--- src/rtl/uart_bridge_pkg.sv ---
// Shared constants for the UART TX bridge: UART register map, status/control
// bit positions and the sequencer state encoding.
// Optional RX path is enabled by defining UART_BRIDGE_RX_EN.
package uart_bridge_pkg;

  localparam logic [31:0] UART_CTRL = 32'h00;
  localparam logic [31:0] UART_STAT = 32'h04;
  localparam logic [31:0] UART_TXD  = 32'h0C;
  localparam logic [31:0] UART_RXD  = 32'h10;

  localparam int CTRL_TX_EN   = 0;
  localparam int CTRL_RX_EN   = 1;
  localparam int STAT_TX_BUSY = 0;
  localparam int STAT_RX_DONE = 1;

  typedef enum logic [2:0] {
    INIT, POLL_A, POLL_S, TX_WR, SETTLE_W
`ifdef UART_BRIDGE_RX_EN
    , RX_A, RX_S, RX_CLR
`endif
  } state_t;

  // One cycle worth of UART control-interface drive.
  typedef struct packed {
    logic        cfg;
    logic [31:0] addr;
    logic [31:0] wdata;
  } ubus_req_t;

endpackage

--- src/rtl/uart_byte_fifo.sv ---
// DEPTH x 8 synchronous FIFO; head is visible on dout while not empty.
// Pushes while full and pops while empty are ignored.
module uart_byte_fifo #(
  parameter int DEPTH = 16
) (
  input  logic                     clk,
  input  logic                     srst_n,
  input  logic                     push,
  input  logic [7:0]               din,
  input  logic                     pop,
  output logic [7:0]               dout,
  output logic                     full,
  output logic                     empty,
  output logic [$clog2(DEPTH):0]   count
);

  localparam int AW = $clog2(DEPTH);

  logic [7:0]    mem [DEPTH];
  logic [AW-1:0] wr_ptr, rd_ptr;
  logic          do_push, do_pop;

  assign full    = (count == (AW+1)'(DEPTH));
  assign empty   = (count == '0);
  assign do_push = push && !full;
  assign do_pop  = pop && !empty;
  assign dout    = mem[rd_ptr];

  // Pointers wrap naturally since DEPTH is a power of two.
  always_ff @(posedge clk) begin
    if (!srst_n) begin
      wr_ptr <= '0;
      rd_ptr <= '0;
      count  <= '0;
    end else begin
      if (do_push) wr_ptr <= wr_ptr + 1'b1;
      if (do_pop)  rd_ptr <= rd_ptr + 1'b1;
      case ({do_push, do_pop})
        2'b10:   count <= count + 1'b1;
        2'b01:   count <= count - 1'b1;
        default: count <= count;
      endcase
    end
  end

  // Storage is not reset; only the pointers define validity.
  always_ff @(posedge clk) begin
    if (do_push) mem[wr_ptr] <= din;
  end

endmodule

--- src/rtl/uart_tx_bridge.sv ---
// Sequencer in front of the UART register block: queues CPU TX bytes and
// writes them to the UART data register whenever status reports not-busy.
// Define UART_BRIDGE_RX_EN to also drain received bytes into rx_data.
// Bus outputs are decoded from registered state only (never from u_rdata).
module uart_tx_bridge
  import uart_bridge_pkg::*;
#(
  parameter int DEPTH  = 16,
  parameter int SETTLE = 4
) (
  input  logic                     clk,
  input  logic                     srst_n,
  input  logic                     push_valid,
  input  logic [7:0]               push_data,
  output logic                     push_ready,
  output logic [$clog2(DEPTH):0]   fifo_count,
  output logic                     u_configure,
  output logic [31:0]              u_addr,
  output logic [31:0]              u_wdata,
  input  logic [31:0]              u_rdata
`ifdef UART_BRIDGE_RX_EN
  ,
  output logic                     rx_valid,
  output logic [7:0]               rx_data,
  input  logic                     rx_ready
`endif
);

  localparam int SW = $clog2(SETTLE) + 1;
`ifdef UART_BRIDGE_RX_EN
  localparam logic [31:0] CTRL_WORD = (32'h1 << CTRL_TX_EN) | (32'h1 << CTRL_RX_EN);
`else
  localparam logic [31:0] CTRL_WORD = (32'h1 << CTRL_TX_EN);
`endif

  state_t        state, state_nxt;
  ubus_req_t     req;
  logic          run;
  logic [SW-1:0] settle_cnt;
  logic          pop, full, empty;
  logic [7:0]    head;

  uart_byte_fifo #(.DEPTH(DEPTH)) u_fifo (
    .clk    (clk),
    .srst_n (srst_n),
    .push   (push_valid),
    .din    (push_data),
    .pop    (pop),
    .dout   (head),
    .full   (full),
    .empty  (empty),
    .count  (fifo_count)
  );

  assign push_ready  = !full;
  assign u_configure = req.cfg;
  assign u_addr      = req.addr;
  assign u_wdata     = req.wdata;

`ifdef UART_BRIDGE_RX_EN
  logic unused_rdata;
  assign unused_rdata = ^u_rdata[31:8];
`else
  logic unused_rdata;
  assign unused_rdata = ^u_rdata[31:1];
`endif

  // State register; run holds INIT silent until the first cycle out of reset.
  always_ff @(posedge clk) begin
    if (!srst_n) begin
      state      <= INIT;
      run        <= 1'b0;
      settle_cnt <= '0;
    end else begin
      state      <= state_nxt;
      run        <= 1'b1;
      settle_cnt <= (state == SETTLE_W) ? settle_cnt + 1'b1 : '0;
    end
  end

  // Next-state and bus drive decode.
  always_comb begin
    state_nxt = state;
    req       = '0;
    pop       = 1'b0;
    case (state)
      INIT: begin
        if (run) begin
          req.cfg   = 1'b1;
          req.addr  = UART_CTRL;
          req.wdata = CTRL_WORD;
          state_nxt = POLL_A;
        end
      end
      POLL_A: begin
        req.addr  = UART_STAT;
        state_nxt = POLL_S;
      end
      POLL_S: begin
        req.addr = UART_STAT;
`ifdef UART_BRIDGE_RX_EN
        if (u_rdata[STAT_RX_DONE] && !rx_valid)
          state_nxt = RX_A;
        else
`endif
        if (!u_rdata[STAT_TX_BUSY] && !empty)
          state_nxt = TX_WR;
        else
          state_nxt = POLL_A;
      end
      TX_WR: begin
        req.cfg   = 1'b1;
        req.addr  = UART_TXD;
        req.wdata = {24'b0, head};
        pop       = 1'b1;
        state_nxt = SETTLE_W;
      end
      SETTLE_W: begin
        if (settle_cnt == SW'(SETTLE - 1)) state_nxt = POLL_A;
      end
`ifdef UART_BRIDGE_RX_EN
      RX_A: begin
        req.addr  = UART_RXD;
        state_nxt = RX_S;
      end
      RX_S: begin
        req.addr  = UART_RXD;
        state_nxt = RX_CLR;
      end
      RX_CLR: begin
        req.cfg   = 1'b1;
        req.addr  = UART_STAT;
        state_nxt = POLL_A;
      end
`endif
      default: state_nxt = INIT;
    endcase
  end

`ifdef UART_BRIDGE_RX_EN
  // RX holding register; RX-done stays set upstream while rx_valid is held.
  always_ff @(posedge clk) begin
    if (!srst_n) begin
      rx_valid <= 1'b0;
      rx_data  <= 8'h00;
    end else if (state == RX_S) begin
      rx_valid <= 1'b1;
      rx_data  <= u_rdata[7:0];
    end else if (rx_valid && rx_ready) begin
      rx_valid <= 1'b0;
    end
  end
`endif

endmodule

--- config.mk ---
export PLATFORM = sky130hd
export DESIGN_NAME = uart_tx_bridge
export DESIGN_NICKNAME = d
export VERILOG_FILES = /design/src/rtl/uart_bridge_pkg.sv /design/src/rtl/uart_byte_fifo.sv /design/src/rtl/uart_tx_bridge.sv
export SDC_FILE = /design/constraint.sdc
export NUM_CORES = 1
export LEC_CHECK = 0
export ABC_AREA = 1
export BUFFER_PORTS_ARGS = -buffer_cell sky130_fd_sc_hd__buf_2
export CORE_UTILIZATION = 51
export DETAILED_ROUTE_END_ITERATION = 12
export HOLD_SLACK_MARGIN = 0.15
export PLACE_DENSITY = 0.76
export SLEW_MARGIN = 25
export SYNTH_ARGS = -nofsm -noshare
export SYNTH_HDL_FRONTEND = slang
export SYNTH_SLANG_ARGS = --single-unit
--- constraint.sdc ---
create_clock -name clk -period 2.1 [get_ports clk]
set_input_delay 0.42 -clock clk [delete_from_list [all_inputs] [get_ports clk]]
set_output_delay 0.42 -clock clk [all_outputs]
set_load 0.005 [all_outputs]
==> impl_metrics.ini, run 1 <==
[clock_network]
htreeDepth = 4
cts_hold_buf = 0
cts.path.max_buffers = 2
root_buffer = clkbuf_16
cts_tree = done
clk_latency_ns = 0.43
cts_sinks = 152
cts_buffers = 17
clk_pin_slew_worst_paths_ns = 0.06

[placed_design]
gp_congestion = 0.836
dp.cells = 853
numPortBuffers = 28
dp_hpwl_mm = 8.80

[setup_path]
required_ns = 1.68
crit_buf_inv = 3
crit_slowest_cell = dfxtp_4
worst_setup_path_start_kind = register
slowest_delay_ns = 0.43
crit_type = register to output port
endpoint_kind = output port
cp_max_fo = 8
cp.arrival_ns = 1.87
path_delay_family = flip-flops
crit_chain = buf_8 -> buf_16 -> nor2_1 -> nor2_1 -> o21ai_1 -> nand3_1 -> nand3_1 -> a21oi_1 -> buf_2

[sta]
finalSetupViolations = 8
rsz0062_at_grt = yes
fin_crit_ns = 2.29
max_freq_ghz = 0.437
fin_skew_ns = 0.00602
min_period_over_period = 1.09
slew_violations = 0
worst_slack_ns = -0.190
hold_viol = 0

[logic_synthesis]
synth_top_cell_by_area = edfxtp_1
async_reset_ff_frac = 0
synthMuxAreaShare = 0
avgSynthCellArea_sq_um = 10.4
synth_adder_area_share = 0.0203
synth_edf_count = 128
synth_area_sq_um = 6770
ys_types = 26
synth.most_common_cell = nor2_1
yosysTopAreaCellShare = 0.568
synth_xor_area_frac = 0.00777
ys.flop_type = edfxtp_1
synth_top_family_by_area = simple AND/OR/NAND/NOR gates
ys_top_cells_by_area = edfxtp_1 57%, nor2_1 7.2%, dfxtp_1 7.1%, buf_4 6.3%, nand2_1 5.1%
synth-compound-area-share = 0.0607
yosys_warnings = 0
ys_ff_latch = 152
synth_common_cells = 129 x nor2_1, 128 x edfxtp_1, 92 x nand2_1
ys_seq_area_frac = 0.639
synthSimpleGateAreaFrac = 0.172
syn_inst = 648

[layout]
multiInputGateArea_sq_um = 2060
final_cells = 898
final_core_util = 0.623
seq_area_sq_um = 4330
area_growth_pct = 17.7
layout.nets = 767
diodes = 0
num-fill-cells = 1013
drive_gt1_frac = 0.179

[detailed_routing]
wl_met2_mm = 7.34
top_layer = met4
wl_per_cell_um = 16.4
firstDrtPassIters = 5
post_drt_via_cell_ratio = 5.16
drc = 0
vias = 4634
wl_met3_mm = 1.10
wl_met1_mm = 5.98
drt_wl_total_mm = 14.7
antenna_left = 0
drt_iter0_drc = 519

[power_and_ir_drop]
power.density_nw_per_um2 = 870
cellLeakagePower_nw = 3.15
peakVddDrop_uv = 445
power_w = 0.00693

[global_route]
grt_pass1_wl_mm = 22.0
grt_max_degree = 27
grt_overflow = 0
grt_pass1_vias = 4376
grt_usage = 0.226
antenna_found_initial = 0

[die]
io_pins = 114
core-area_sq_um = 12800
die_x_um = 117
start_util = 0.530
die-area_sq_um = 13700
rows = 41
die_h_um = 117

[run]
drv_cap = 0

[status]
status = complete, but fails checks
violations = negative setup slack

[min_path]
holdCritPathClass = input pin to register
-- flip-flops by register name, summed over array words and instances (netlist names), named ones only --
register       count
u_fifo.mem       128
u_fifo.rd_ptr      4
state              3
u_fifo.count       5
run                1
u_fifo.wr_ptr      4
settle_cnt         3
-- report_power, final --
group	switching, W	leakage, nW	total, W	internal, W
Combinational	0.000308	1.51	0.000481	0.000174
Clock	0.00113	0.279	0.00310	0.00196
Sequential	0.0000308	1.35	0.00336	0.00332
-- cells by family after synthesis --
logic type / after synthesis
buffers and inverters: 112
AND/OR/NAND/NOR: 286
flip-flops: 152
other: 1
adder cells (fa/ha/maj): 11
XOR/XNOR: 6
AO/OA/AOI/OAI: 80
-- metal layers --
metal / track usage / up-vias
li1: - / 2221
met4: 0.102 / 0
met5: 0 / -
met2: 0.378 / 195
met1: 0.272 / 2194
met3: 0.0649 / 24
-- layout by cell type (no fill, tap or decap), drive strengths merged, types with 23 or more instances in the layout --
master	count
nor2	129
o21ai	56
edfxtp	128
buf	70
clkbuf	23
nand2	93
nand3	59
conb	54
dfxtp	24
inv	30
-- area by class of cell --
type,instances,share of cell area
flip-flops and latches,152,0.544
multi-input cells,437,0.259
repair buffers,72,0.0786
clock buffers,21,0.0553
well taps,172,0.0270
clock inverters,11,0.0193
inverters,33,0.0168
-- worst reg2reg max path, delay by kind of cell (launching register included) --
kind,cells,cell delay (ns)
AOI/OAI and AO/OA,2,0.26
adders and majority gates,2,0.49
buffers and inverters,3,0.19
DFF,1,0.32
and+or+nand+nor,7,0.60
-- what timing repair did --
item / 4_1_cts / 5_1_grt
endpoints found under the setup margin: 11 / 11
setup buffers: 2 / 6
hold endpoints to repair: 0 / 0
pin swaps: 3 / 15
gates resized for setup: 25 / 30
gates cloned: 3 / 2
-- per-stage QoR --
stage / TNS [ns] / hold WS, ns / setup WS (ns) / cell area [sq um]
floorplan: 0 / 0.399 / 0.0792 / 6970
global placement: 0 / 0.408 / 0.0645 / 7040
detailed placement: -0.0934 / 0.423 / -0.0699 / 7040
CTS: -1.03 / 0.203 / -0.152 / 7790
global route: -1.96 / 0.208 / -0.283 / 7960
finish: -1.23 / 0.214 / -0.190 / 7960
-- worst paths after layout --
kind	start	endpoint	slack (ns)	cells past startpoint
max	register	u_wdata[4]	-0.19	9
min	srst_n	run	0.21	1
max reg2reg	u_fifo.count[1]	u_fifo.count[4]	0.17	14
min reg2reg	settle_cnt[0]	settle_cnt[0]	0.43	1
(Power assumes the default switching activity.)
==> inputs of run 2 (changes only) <==
--- a/config.mk
+++ b/config.mk
@@ -5,7 +5,7 @@
 export SDC_FILE = /design/constraint.sdc
 export NUM_CORES = 1
 export LEC_CHECK = 0
-export ABC_AREA = 1
+export ABC_AREA = 0
 export BUFFER_PORTS_ARGS = -buffer_cell sky130_fd_sc_hd__buf_2
 export CORE_UTILIZATION = 51
 export DETAILED_ROUTE_END_ITERATION = 12
==> run 2 against run 1 <==
Against the previous run: the flow still finishes with violations (negative setup slack); clock-buffer cell count shrank 4; synthesized cell count shrank 35%; hold slack gained 0.0072 ns; area after synthesis shrank 2.0%; global-route usage shrank 2.2 points; sequential power is essentially flat; die area shrank 2.0%; flip-flop and latch count is the same; design area shrank 1.9%.
==> impl_metrics.ini, run 2 <==
[sta]
worst_slack_ns = -0.306
max_freq_ghz = 0.416
rsz0062_at_grt = yes
worst_pin_slew_ns = 0.970
finalSetupViolations = 11
max-slew-margin-rel = 0.351
fin_skew_ns = 0.00793
hold_viol = 0
fin_crit_ns = 2.41
slew_violations = 0
min_period_over_period = 1.15

[global_route]
grt_overflow = 0
grt_pass1_wl_mm = 19.2
antenna_found_initial = 0
grt_max_degree = 19
grt_usage = 0.204
grt_pass1_vias = 3633

[detailed_routing]
antenna_left = 0
drc = 0
drt_wl_total_mm = 12.7
post_drt_via_cell_ratio = 5.39
firstDrtPassIters = 5
vias = 3636
wl_per_cell_um = 18.9
drt_iter0_drc = 336

[layout]
layout.nets = 544
drive_gt1_frac = 0.331
layout_common_cells = 128 x edfxtp_1, 54 x conb_1, 35 x buf_4
top_register = u_fifo.mem
largest_register_ffs = 128
final_common_cell = edfxtp_1
final_core_util = 0.616
num-fill-cells = 916
largestRegisters = u_fifo.mem x128, u_fifo.count x5
diodes = 0
area_growth_pct = 17.8
final_cells = 674

[min_path]
whs_endpoint = run
min_from = srst_n
min_path_cells = 1
holdCritPathClass = input pin to register

[logic_synthesis]
ys_types = 48
synth.most_common_cell = edfxtp_1
synth_common_cells = 128 x edfxtp_1, 58 x buf_4, 32 x nor2_1
synth_adder_area_share = 0.0208
yosys_warnings = 0
synth_top_family_by_area = multiplexers
synth_area_sq_um = 6630
synth-compound-area-share = 0.0392
ys_seq_area_frac = 0.652
yosysTopAreaCellShare = 0.580
avgSynthCellArea_sq_um = 15.6
synthSimpleGateAreaFrac = 0.0591
synthMuxAreaShare = 0.133
synth_edf_count = 128
ys.flop_type = edfxtp_1
syn_inst = 424
ys_top_cells_by_area = edfxtp_1 58%, mux4_2 9.5%, dfxtp_1 7.2%, buf_4 6.6%, mux2i_1 3.6%
synth_xor_area_frac = 0.0106
ys_ff_latch = 152
async_reset_ff_frac = 0
synth_top_cell_by_area = edfxtp_1

[die]
rows = 41
die-area_sq_um = 13500
die_h_um = 116
io_pins = 114
start_util = 0.523
die_x_um = 116
core-area_sq_um = 12700

[setup_path]
cp.arrival_ns = 1.99
worst_setup_path_start_kind = register
rrSetupSlack_ns = -0.25
cp_max_fo = 14
endpoint_kind = output port
crit_type = register to output port
reg2reg_from = u_fifo.count[2]
reg2reg_depth = 10
required_ns = 1.68
regToRegEndpoint = u_fifo.count[2]

[power_and_ir_drop]
power.density_nw_per_um2 = 853
cellLeakagePower_nw = 2.74
power_w = 0.00666
peakVddDrop_uv = 383

[clock_network]
htreeDepth = 4
clk_pin_slew_worst_paths_ns = 0.06
root_buffer = clkbuf_16
cts_tree = done
cts.path.max_buffers = 2
cts_sinks = 152
cts_buffers = 17
clk_latency_ns = 0.42
cts_hold_buf = 0

[placed_design]
dp.cells = 634
numPortBuffers = 28
gp_congestion = 0.790
dp_hpwl_mm = 7.84

[status]
violations = negative setup slack
status = complete, but fails checks

[run]
drv_cap = 0
-- run 2: changes by cell type in the layout (fill, tap and decap cells not counted), moves of 19 or more --
cell and change:
nand2_1 -78, nor2_1 -99, mux4_2 +28, o21ai_0 -27, inv_1 -19, nand3_1 -46
o21ai_1 -25
-- run 2: repair_timing --
item	in CTS	in global routing
buffers inserted	6	1
setup endpoints to repair	60	22
gates resized for setup	26	10
gates cloned	2	0
pin swaps	5	6
-- run 2: power breakdown --
group	switching, W	total, W	internal (W)
clock	0.00116	0.00301	0.00185
combinational	0.000199	0.000327	0.000128
sequential	0.0000184	0.00333	0.00331
-- run 2: worst max path at each step --
stage | start | end | slack [ns] | cells past startpoint
final | register | u_wdata[4] | -0.31 | 5
after global placement | u_fifo.count[2] | u_fifo.count[4] | -0.24 | 10
after detailed placement | u_fifo.count[2] | u_fifo.count[4] | -0.28 | 10
after global routing | register | u_wdata[4] | -0.38 | 5
after floorplan | u_fifo.count[2] | u_fifo.count[2] | -0.48 | 12
after CTS | register | u_wdata[4] | -0.34 | 5
-- run 2: worst max-delay path, stage by stage, from the launching register on --
cell and delay, ns:
dfxtp_4 0.38, buf_12 0.16, mux4_2 0.52, mux2i_2 0.21, o22ai_1 0.13, buf_2 0.15
-- run 2: logic make-up (layout without fill, tap and decap cells) --
kind of cell / Yosys count / after routing
flops: 152 / 152
buf+inv: 85 / 110
simple gates: 80 / 80
mux: 53 / 53
compound gates: 34 / 34
fa+ha+maj: 11 / 11
xor+xnor: 8 / 8
other cells: 1 / 54
-- run 2: stage by stage --
step	TNS, ns	setup slack, ns	hold WS, ns	cell area [sq um]
floorplan	-1.47	-0.480	0.399	6870
global placement	-1.63	-0.240	0.407	6960
detailed placement	-2.93	-0.280	0.435	6960
CTS	-2.97	-0.344	0.204	7740
global route	-3.64	-0.385	0.208	7810
finish	-2.77	-0.306	0.221	7810
-- run 2: final cells by class --
class                           count  area [sq um]  area share
Sequential cell                   152          4330       0.555
Inverter                           10          37.5     0.00481
Tap cell                          172           215      0.0276
Clock buffer                       17           425      0.0545
Clock inverter                     14           158      0.0202
Timing Repair Buffer               69           534      0.0684
Multi-Input combinational cell    240          2110       0.270
-- run 2: routing by layer --
metal  global-route usage  share of wire  vias up
li1                     -              -     1637
met3               0.0549          0.049       16
met1                0.237           0.41     1846
met4               0.0949          0.021        0
met5                    0              0        -
met2                0.352           0.52      137
==> inputs of run 3 (changes only) <==
--- a/config.mk
+++ b/config.mk
@@ -7,10 +7,12 @@
 export LEC_CHECK = 0
 export ABC_AREA = 0
 export BUFFER_PORTS_ARGS = -buffer_cell sky130_fd_sc_hd__buf_2
-export CORE_UTILIZATION = 51
+export CORE_UTILIZATION = 52
+export CTS_BUF_LIST = sky130_fd_sc_hd__clkbuf_2
 export DETAILED_ROUTE_END_ITERATION = 12
 export HOLD_SLACK_MARGIN = 0.15
-export PLACE_DENSITY = 0.76
+export PLACE_DENSITY = 0.78
+export SETUP_SLACK_MARGIN = 0.5
 export SLEW_MARGIN = 25
 export SYNTH_ARGS = -nofsm -noshare
 export SYNTH_HDL_FRONTEND = slang
==> run 3 against run 2 <==
Against the previous run: the flow still finishes with violations (negative setup slack); die area shrank 1.9%; clock skew rose by 0.038 ns; total power decreased by 18%; design area up 6.2%; first-iteration DRC count grew 11%; routed wire length grew 10%; cell count is 5.3% higher; register-to-register slack worse by 0.11 ns; non-clock buffer count increased by 39; worst setup slack worse by 0.38 ns; fmax shrank 14%.
==> impl_metrics.ini, run 3 (synthesis results as in run 2) <==
[global_route]
grt_pass1_vias = 3918
grt_pass1_wl_mm = 21.1
grt_max_degree = 19
grt_usage = 0.226
antenna_found_initial = 0
grt_overflow = 0

[clock_network]
cts_sinks = 152
clk_pin_slew_worst_paths_ns = 0.23
cts_buffers = 17
root_buffer = clkbuf_2
clk_latency_ns = 0.70
cts.path.max_buffers = 2
cts_tree = done
htreeDepth = 4

[layout]
drive_gt1_frac = 0.423
design_area_sq_um = 8290
area_growth_pct = 25.1
largest_register_ffs = 128
largestRegisters = u_fifo.mem x128, u_fifo.count x5
diodes = 0
final_common_cell = edfxtp_1
layout_common_cells = 128 x edfxtp_1, 54 x conb_1, 40 x buf_6
layout.nets = 583
top_register = u_fifo.mem

[sta]
max-slew-margin-rel = 0.614
rsz0062_at_grt = yes
finalSetupViolations = 12
slew_violations = 0
max_freq_ghz = 0.359
hold_viol = 0
min_period_over_period = 1.33
hold_slack_ns = 0.327
worst_pin_slew_ns = 0.578
fin_crit_ns = 2.79
fin_skew_ns = 0.0455
tns_ns = -6.20
worst_slack_ns = -0.688

[detailed_routing]
post_drt_via_cell_ratio = 5.36
vias = 3804
wl_met3_um = 868
wl_per_cell_um = 19.7
drc = 0
wl_met2_mm = 7.53
wl_met1_mm = 5.28
drt_iter0_drc = 373
antenna_left = 0
top_layer = met4
drt_wl_total_mm = 14.0
firstDrtPassIters = 6

[placed_design]
post-place-ws_ns = -0.317
numPortBuffers = 28
dp_hpwl_mm = 8.16
place_area_sq_um = 7100
gp_congestion = 0.834

[setup_path]
cp.arrival_ns = 2.37
crit_slowest_cell = mux4_2
crit_chain = buf_6 -> buf_16 -> mux4_2 -> mux2i_1 -> o22ai_1 -> buf_2
required_ns = 1.68
path_delay_family = multiplexers
worst_setup_path_start_kind = register
cp_max_fo = 5
endpoint_kind = output port
crit_type = register to output port
slowest_delay_ns = 0.50
crit_buf_inv = 3

[power_and_ir_drop]
peakVddDrop_uv = 299
power.density_nw_per_um2 = 657
cellLeakagePower_nw = 2.88

[status]
violations = negative setup slack
status = complete, but fails checks

[die]
die-area_sq_um = 13200
die_x_um = 115
rows = 40
die_h_um = 115
core-area_sq_um = 12200
start_util = 0.543
io_pins = 114

[run]
drv_cap = 0

[min_path]
holdCritPathClass = input pin to register
==> run 3: changes by cell type in the layout (fill, tap and decap cells not counted), sizes merged <==
cell | before | now
buf | 68 | 97
bufinv | 3 | 2
clkbuf | 17 | 18
inv | 11 | 13
dlygate4sd3 | 0 | 10
clkinvlp | 3 | 2
==> run 3: cell type report <==
class | instances | area, sq um
multi-input combinational | 240 | 2320
clock inverter | 14 | 150
clock buffer | 18 | 90.1
inverter | 10 | 37.5
sequential | 152 | 4340
timing repair buffer | 108 | 1140
fill | 795 | 3920
tap | 168 | 210
==> run 3: final timing paths <==
check                   from  cells past startpoint  slack [ns]          endpoint
max                 register                      6       -0.69        u_wdata[3]
min               push_valid                      6        0.33  u_fifo.wr_ptr[2]
max reg2reg  u_fifo.count[0]                     10       -0.36   u_fifo.count[2]
min reg2reg    settle_cnt[0]                      1        0.45     settle_cnt[0]
==> run 3: layer usage <==
metal | global-route usage | vias to the layer above
li1 | - | 1708
met1 | 0.260 | 1908
met2 | 0.404 | 158
met3 | 0.0464 | 30
met4 | 0.107 | 0
met5 | 0 | -
==> run 3: power by group <==
part	total [W]	leakage (nW)	switching (W)	internal (W)
registers	0.00334	1.36	0.0000242	0.00331
logic	0.000478	1.38	0.000253	0.000225
clock network	0.00163	0.146	0.00107	0.000562
total	0.00545	2.88	0.00135	0.00410
==> run 3: through the flow <==
stage                      util  power (W)  std cells
after global routing      0.679    0.00564        710
after detailed placement  0.581    0.00372        631
final                     0.679    0.00545        710
after floorplan               -    0.00366        477
after global placement    0.581    0.00370        631
after CTS                 0.665    0.00542        700
==> run 3: worst register-to-register path, stage by stage (launching register included) <==
cell and delay [ns]:
dfxtp_2 0.38, or4_4 0.57, o21ai_4 0.16, inv_2 0.08, ha_4 0.20, xor2_2 0.15
ha_2 0.20, a21oi_2 0.13, xor2_1 0.09, or3_1 0.32, a21oi_2 0.13
==> run 3: repair_timing <==
| item | in CTS | in global routing |
|---|---|---|
| endpoints found under the setup margin | 153 | 158 |
| pin swaps | 19 | 14 |
| hold endpoints to repair | 135 | 0 |
| cloned | 4 | 0 |
| setup buffers | 23 | 10 |
| resized for setup | 84 | 22 |
| hold buffers | 10 | 0 |
